## config.mk

```make
export PLATFORM = sky130hd
export DESIGN_NAME = cla_add_sequencer_flat
export DESIGN_NICKNAME = d
export VERILOG_FILES = /design/src/rtl/cla_add_sequencer_pkg.sv /design/src/rtl/cla_add_sequencer_if.sv /design/src/rtl/cla_add_sequencer_settle_timer.sv /design/src/rtl/cla_add_sequencer.sv /design/src/flat_wrapper.sv
export SDC_FILE = /design/constraint.sdc
export NUM_CORES = 1
export LEC_CHECK = 0
export BUFFER_PORTS_ARGS = -buffer_cell sky130_fd_sc_hd__buf_4
export CAP_MARGIN = 25
export CORE_AREA = 2 2 180 182
export DETAILED_ROUTE_END_ITERATION = 6
export DIE_AREA = 0 0 182 184
export GPL_ROUTABILITY_DRIVEN = 0
export PLACE_DENSITY = 0.56
export SYNTH_ARGS = -nofsm -noshare
export SYNTH_HDL_FRONTEND = slang
export SYNTH_SLANG_ARGS = --single-unit
```

## constraint.sdc

```tcl
create_clock -name clk -period 4.4 [get_ports clk]
set_input_delay 0.88 -clock clk [delete_from_list [all_inputs] [get_ports clk]]
set_output_delay 0.88 -clock clk [all_outputs]
set_load 0.05 [all_outputs]
```

## src/rtl/cla_add_sequencer_pkg.sv

```systemverilog
// rtl/cla_add_sequencer_pkg.sv - shared types and constants for the CLA operand sequencer
// State encoding and default sizing used by the sequencer, its timer and interface.
package cla_seq_pkg;

    localparam int CLA_WIDTH         = 64;
    localparam int DEF_SETTLE_CYCLES = 4;
    localparam int DEF_CNT_W         = 8;

    typedef enum logic [1:0] {
        IDLE   = 2'd0,
        SETTLE = 2'd1,
        DONE   = 2'd2
    } seq_state_e;

endpackage

```

## src/rtl/cla_add_sequencer_if.sv

```systemverilog
// rtl/cla_add_sequencer_if.sv - operand/result handshake bundle for the CLA sequencer
// Optional out_ovf lane present only when CLA_SEQ_OVF_EN is defined.
interface cla_seq_if #(
    parameter int WIDTH = 64
);
    logic             in_valid;
    logic             in_ready;
    logic [WIDTH-1:0] in_a;
    logic [WIDTH-1:0] in_b;
    logic             in_cin;
    logic             out_valid;
    logic             out_ready;
    logic [WIDTH-1:0] out_sum;
    logic             out_cout;
`ifdef CLA_SEQ_OVF_EN
    logic             out_ovf;
`endif

    modport master (
        output in_valid, in_a, in_b, in_cin, out_ready,
        input  in_ready, out_valid, out_sum, out_cout
`ifdef CLA_SEQ_OVF_EN
        , input out_ovf
`endif
    );

    modport slave (
        input  in_valid, in_a, in_b, in_cin, out_ready,
        output in_ready, out_valid, out_sum, out_cout
`ifdef CLA_SEQ_OVF_EN
        , output out_ovf
`endif
    );

endinterface

```

## src/rtl/cla_add_sequencer_settle_timer.sv

```systemverilog
// rtl/cla_add_sequencer_settle_timer.sv - settle down-counter for the CLA sequencer
// Loads a count, decrements to zero and holds; expire is high whenever the count is zero.
module cla_settle_timer #(
    parameter int CNT_W = 8
) (
    input  logic             clk,
    input  logic             rst_n,
    input  logic             i_load,
    input  logic [CNT_W-1:0] i_load_val,
    output logic             o_expire
);

    logic [CNT_W-1:0] r_cnt;

    always_ff @(posedge clk) begin
        if (!rst_n) begin
            r_cnt <= '0;
        end else if (i_load) begin
            r_cnt <= i_load_val;
        end else if (r_cnt != '0) begin
            r_cnt <= r_cnt - 1'b1;
        end
    end

    assign o_expire = (r_cnt == '0);

endmodule

```

## src/rtl/cla_add_sequencer.sv

```systemverilog
// rtl/cla_add_sequencer.sv - valid/ready operand sequencer around a combinational CLA adder
// Optional signed-overflow output enabled by defining CLA_SEQ_OVF_EN.
module cla_add_sequencer
    import cla_seq_pkg::*;
#(
    parameter int WIDTH         = CLA_WIDTH,
    parameter int SETTLE_CYCLES = DEF_SETTLE_CYCLES,
    parameter int CNT_W         = DEF_CNT_W
) (
    input  logic             clk,
    input  logic             rst_n,
    cla_seq_if.slave         bus,
    output logic [WIDTH-1:0] cla_a,
    output logic [WIDTH-1:0] cla_b,
    output logic             cla_cin,
    input  logic [WIDTH-1:0] cla_s,
    input  logic [WIDTH-1:0] cla_carry,
    input  logic             cla_cout,
    output logic             busy
);

    seq_state_e       r_state;
    logic [WIDTH-1:0] r_a;
    logic [WIDTH-1:0] r_b;
    logic             r_cin;
    logic [WIDTH-1:0] r_sum;
    logic             r_cout;
    logic             r_out_valid;
`ifdef CLA_SEQ_OVF_EN
    logic             r_ovf;
`endif

    logic             w_in_ready;
    logic             w_load;
    logic             w_expire;
    logic             w_unused_carry;

    assign w_in_ready = (r_state == IDLE);
    assign w_load     = w_in_ready && bus.in_valid;

    // Only the top two carries feed overflow; the rest of the vector is observed but unused.
    assign w_unused_carry = ^cla_carry;

    cla_settle_timer #(
        .CNT_W (CNT_W)
    ) u_timer (
        .clk        (clk),
        .rst_n      (rst_n),
        .i_load     (w_load),
        .i_load_val (CNT_W'(SETTLE_CYCLES - 1)),
        .o_expire   (w_expire)
    );

    always_ff @(posedge clk) begin
        if (!rst_n) begin
            r_state     <= IDLE;
            r_a         <= '0;
            r_b         <= '0;
            r_cin       <= 1'b0;
            r_sum       <= '0;
            r_cout      <= 1'b0;
            r_out_valid <= 1'b0;
`ifdef CLA_SEQ_OVF_EN
            r_ovf       <= 1'b0;
`endif
        end else begin
            case (r_state)
                IDLE: begin
                    if (bus.in_valid) begin
                        r_a     <= bus.in_a;
                        r_b     <= bus.in_b;
                        r_cin   <= bus.in_cin;
                        r_state <= SETTLE;
                    end
                end
                SETTLE: begin
                    // Operands have been stable for SETTLE_CYCLES edges; adder output is trusted now.
                    if (w_expire) begin
                        r_sum       <= cla_s;
                        r_cout      <= cla_cout;
`ifdef CLA_SEQ_OVF_EN
                        r_ovf       <= cla_carry[WIDTH-1] ^ cla_carry[WIDTH-2];
`endif
                        r_out_valid <= 1'b1;
                        r_state     <= DONE;
                    end
                end
                DONE: begin
                    if (bus.out_ready) begin
                        r_out_valid <= 1'b0;
                        r_state     <= IDLE;
                    end
                end
                default: begin
                    r_state <= IDLE;
                end
            endcase
        end
    end

    assign bus.in_ready  = w_in_ready;
    assign bus.out_valid = r_out_valid;
    assign bus.out_sum   = r_sum;
    assign bus.out_cout  = r_cout;
`ifdef CLA_SEQ_OVF_EN
    assign bus.out_ovf   = r_ovf;
`endif

    assign cla_a   = r_a;
    assign cla_b   = r_b;
    assign cla_cin = r_cin;
    assign busy    = !w_in_ready;

endmodule

```

## src/flat_wrapper.sv

```systemverilog
// flat-port wrapper written by rule: the top's interface ports become plain ports
module cla_add_sequencer_flat import cla_seq_pkg::*;
#(
    parameter int WIDTH         = CLA_WIDTH,
    parameter int SETTLE_CYCLES = DEF_SETTLE_CYCLES,
    parameter int CNT_W         = DEF_CNT_W
)
  (clk, rst_n, cla_a, cla_b, cla_cin, cla_s, cla_carry, cla_cout, busy, bus_in_valid, bus_in_a, bus_in_b, bus_in_cin, bus_out_ready, bus_in_ready, bus_out_valid, bus_out_sum, bus_out_cout);
  cla_seq_if #(.WIDTH(WIDTH)) bus_i ();
  input  logic clk;
  input  logic rst_n;
  output logic [WIDTH-1:0] cla_a;
  output logic [WIDTH-1:0] cla_b;
  output logic cla_cin;
  input  logic [WIDTH-1:0] cla_s;
  input  logic [WIDTH-1:0] cla_carry;
  input  logic cla_cout;
  output logic busy;
  input wire logic [$bits(bus_i.in_valid)-1:0] bus_in_valid;
  input wire logic [$bits(bus_i.in_a)-1:0] bus_in_a;
  input wire logic [$bits(bus_i.in_b)-1:0] bus_in_b;
  input wire logic [$bits(bus_i.in_cin)-1:0] bus_in_cin;
  input wire logic [$bits(bus_i.out_ready)-1:0] bus_out_ready;
  output wire logic [$bits(bus_i.in_ready)-1:0] bus_in_ready;
  output wire logic [$bits(bus_i.out_valid)-1:0] bus_out_valid;
  output wire logic [$bits(bus_i.out_sum)-1:0] bus_out_sum;
  output wire logic [$bits(bus_i.out_cout)-1:0] bus_out_cout;
  assign bus_i.in_valid = bus_in_valid;
  assign bus_i.in_a = bus_in_a;
  assign bus_i.in_b = bus_in_b;
  assign bus_i.in_cin = bus_in_cin;
  assign bus_i.out_ready = bus_out_ready;
  assign bus_in_ready = bus_i.in_ready;
  assign bus_out_valid = bus_i.out_valid;
  assign bus_out_sum = bus_i.out_sum;
  assign bus_out_cout = bus_i.out_cout;
  cla_add_sequencer #(.WIDTH(WIDTH), .SETTLE_CYCLES(SETTLE_CYCLES), .CNT_W(CNT_W)) u_core (.clk(clk), .rst_n(rst_n), .bus(bus_i), .cla_a(cla_a), .cla_b(cla_b), .cla_cin(cla_cin), .cla_s(cla_s), .cla_carry(cla_carry), .cla_cout(cla_cout), .busy(busy));
endmodule
```

==> results.md <==
* Reg2reg end: u_core.bus.out_sum[38]
* Worst IR Drop VDD at 0.000619 V
* DR vias/cell at 4.72
* Clock Sinks at 205
* Synth top area share at 53.0%
* RSZ-0062 raised after global routing: no
* Seq/Total Area, Yosys at 53.0%
* CP delay by family, top: flip-flops
* Overall Global Routing Usage at 14.7%
* Clk root buf: clkbuf_16
* I/O pins at 459
* Post-synthesis compound-gate area fraction at 20.5%
* Final ANT Viol Nets at 0
* Initial DRC Count at 435
* Worst setup margin at 2080 ps
* Cts hold-fix bufs at 0
* First-pass GRT wire length at 40,900 um
* Die Span Y at 184 um
* Syn avg cell area at 8.23 um^2
* Cell Chain, Critical Path: nor2_1 -> inv_1 -> buf_4
* Area growth, synth to finish at 51.6%
* Worst Path Class, Setup: reg -> out
* Pre-CTS setup slack at 1990 ps
* Final Util at 37.4%
* I/O Buffers at 394
* Critical Path End Type: primary output
* Initial antenna violation count at 0
* Fillers at 3,249
* N_diodes at 0
* Fin. Hold Viols at 0
* Crit-path max FO at 7
* Multi-input logic area at 3240 um^2
* Initial core utilization at 24.7%
* Vias in the first global route at 7,601
* Post-synth EDFFs at 0
* Slew Limit Headroom at 42.7%
* Max Cap Viol at 0
* DIE AREA at 33,500 um^2
* Synth Instances at 940
* Register area at 4100 um^2
* Hold Crit Class: reg -> reg
* Largest family of logic cells by synthesized area: compound AO/OA/AOI/OAI gates
* Resize count post-CTS at 0
* Setup TNS at 0 ps
* DRT Wirelength at 26,600 um
* Clock Latency Late Sink at 520 ps
* DP Wirelength at 17,300 um
* Post-synthesis xor/xnor area fraction at 0.113%
* Worst-Margin Slew at 860 ps
* Post-Syn Nets at 1,203
* Vias after detailed routing at 7,983
* Total core area at 31,400 um^2
* CP arrival at 1440 ps
* Layout Nets at 1,538
* Adder and majority gate portion of the synthesized area at 0.162%
* Final Skew at 10.9 ps
* Largest stage delay on the critical path at 510 ps
* Worst Hold End: u_core.cla_b[7]
* CTS H-tree depth at 1
* Post-CTS Repair Setup Buffers at 0
* CTS buffer count at 24
* Max Root-Sink Buffers at 3
* Simple logic cell fraction of the synthesized area at 20.5%
* CP Launch Type: flop
* Pwr dens at 631 nW/um^2
* Routed len/inst at 15.7 um
* Inst Count DP at 1,650
* Yosys warning count at 0
* Cell Count, Final, Fillers Out at 1,692
* Async SR Flop Fraction at 0%
* Most used DFF post-synth: dfxtp_1
* CP max-delay cell: dfxtp_1
* Min Tclk post-route at 2320 ps
* Final Setup Violations at 0
* DRC viols at 0
* Synth unique cells at 33
* Cell Area, Synth at 7740 um^2
* FF-to-FF Start: u_core.u_timer.r_cnt[3]
* Hold Crit Start: u_core.cla_b[7]
* Yosys reg bits at 205
* Leak at 0.00496 uW
* Largest net degree at the start of global routing at 133
* Cells on worst reg2reg path at 4
* Drt pass-1 iters at 4
* CTS clock-pin slew for the worst setup and hold paths at 60 ps
* Share of cells above drive strength 1 at 35.7%
* Reg2Reg Setup Slack at 2300 ps
* Area contributors post-synth: dfxtp_1 (53%), a21oi_1 (13%), nand2_1 (13%)
* Achievable Freq at 0.430 GHz
* Buf+Inv Stages, Crit Path at 2
* Status: finished clean
* Site row count at 65
* Req. time, crit path at 3520 ps
* Die W at 182 um
* Post-synth top area cell: dfxtp_1
* Fin crit share at 52.8%
* CTS tree: built
* Post-synthesis mux area share at 0.129%
* Global route total overflow at 0
* Min-Delay Path Depth at 2
* Final-report max-slew violation count at 0
[layout make-up]
class	count	share of cell area [%]
Inverter	4	0.171
Tap cell	402	4.29
Multi-Input combinational cell	634	27.6
Clock inverter	11	0.938
Sequential cell	205	35.0
Clock buffer	30	5.66
Timing Repair Buffer	406	26.4
[tightest hold or removal path: cells and delay by family, from the launching register on]
family	cells	cell delay (ps)
AOI/OAI and AO/OA	1	50
DFF	1	310
and+or+nand+nor	1	50
[Yosys cell counts (2+ instances only)]
library cell	n
buf_6	3
or4_1	3
nand3_1	2
nor2_1	3
o31ai_2	7
buf_1	7
dfxtp_1	205
a21oi_1	200
or3b_2	2
inv_1	4
o31ai_1	59
or3_1	2
nand2b_1	3
buf_2	22
clkbuf_1	65
nand4_1	65
o211a_1	2
nor3_1	5
o21ai_0	3
nand2_1	261
nor4_1	3
nor2b_1	2
nor3b_1	2
[cells in the final DEF (no fill, tap or decap), types with 2 or more instances in the layout]
master      count
o21ai_0         3
nor4_1          2
bufinv_16       2
buf_4         402
o211a_1         2
clkbuf_1        3
nand3_1         2
nand2b_1        2
clkinv_2        7
or3_1           2
o31ai_2         7
o31ai_1        59
nor2_1          3
nor3_1          5
nor3b_2         2
buf_12          4
nand4_1        65
a21oi_1       200
nand2_1       261
clkbuf_16      25
clkbuf_8        2
clkinvlp_4      2
dfxtp_1       205
or4_1           2
inv_1           3
[flip-flops by register name, indices dropped and copies added, names as in the netlist]
signal,count
u_core.cla_b,64
u_core.cla_a,64
u_core.bus.out_valid,1
u_core.bus.out_cout,1
u_core.bus.out_sum,64
u_core.u_timer.r_cnt,8
u_core.r_state,2
u_core.cla_cin,1
[kinds of logic after synthesis]
kind of cell	Yosys count
compound gates	274
xor+xnor	1
fa+ha+maj	1
buf+inv	101
flops	205
mux	1
simple gates	357
[metrics by stage]
step	hold WS (ps)	total power, uW	instance area [um^2]
floorplan	478	4560	7740
global placement	442	5450	10900
detailed placement	447	5460	10900
CTS	456	7470	11700
global route	467	7790	11700
finish	452	7400	11700
[routing by layer]
| metal | global-route usage, % | vias up | routed length, um | share of wire (%) |
|---|---|---|---|---|
| li1 | - | 3952 | - | - |
| met2 | 23.8 | 323 | 12000 | 45 |
| met4 | 3.90 | 0 | 539 | 2.0 |
| met1 | 18.0 | 3666 | 11100 | 42 |
| met3 | 5.98 | 42 | 2910 | 11 |
| met5 | 0 | - | 0 | 0 |
[worst max path at each step]
stage | from | to | cells after the start | slack, ps
after CTS | u_core.r_state[1] | busy | 3 | 2060
after detailed placement | bus_in_valid | u_core.cla_a[17] | 5 | 1990
after global placement | bus_in_valid | u_core.cla_b[46] | 5 | 2030
after floorplan | u_core.r_state[1] | busy | 2 | 2030
final | u_core.r_state[1] | busy | 3 | 2080
after global routing | u_core.r_state[1] | busy | 3 | 1990
[report_power, final]
group | switching, uW | total [uW] | internal (uW)
Clock | 804 | 1980 | 1180
Combinational | 2310 | 3110 | 803
Sequential | 180 | 2310 | 2130
Total | 3290 | 7400 | 4110
(Power assumes the default switching activity.)
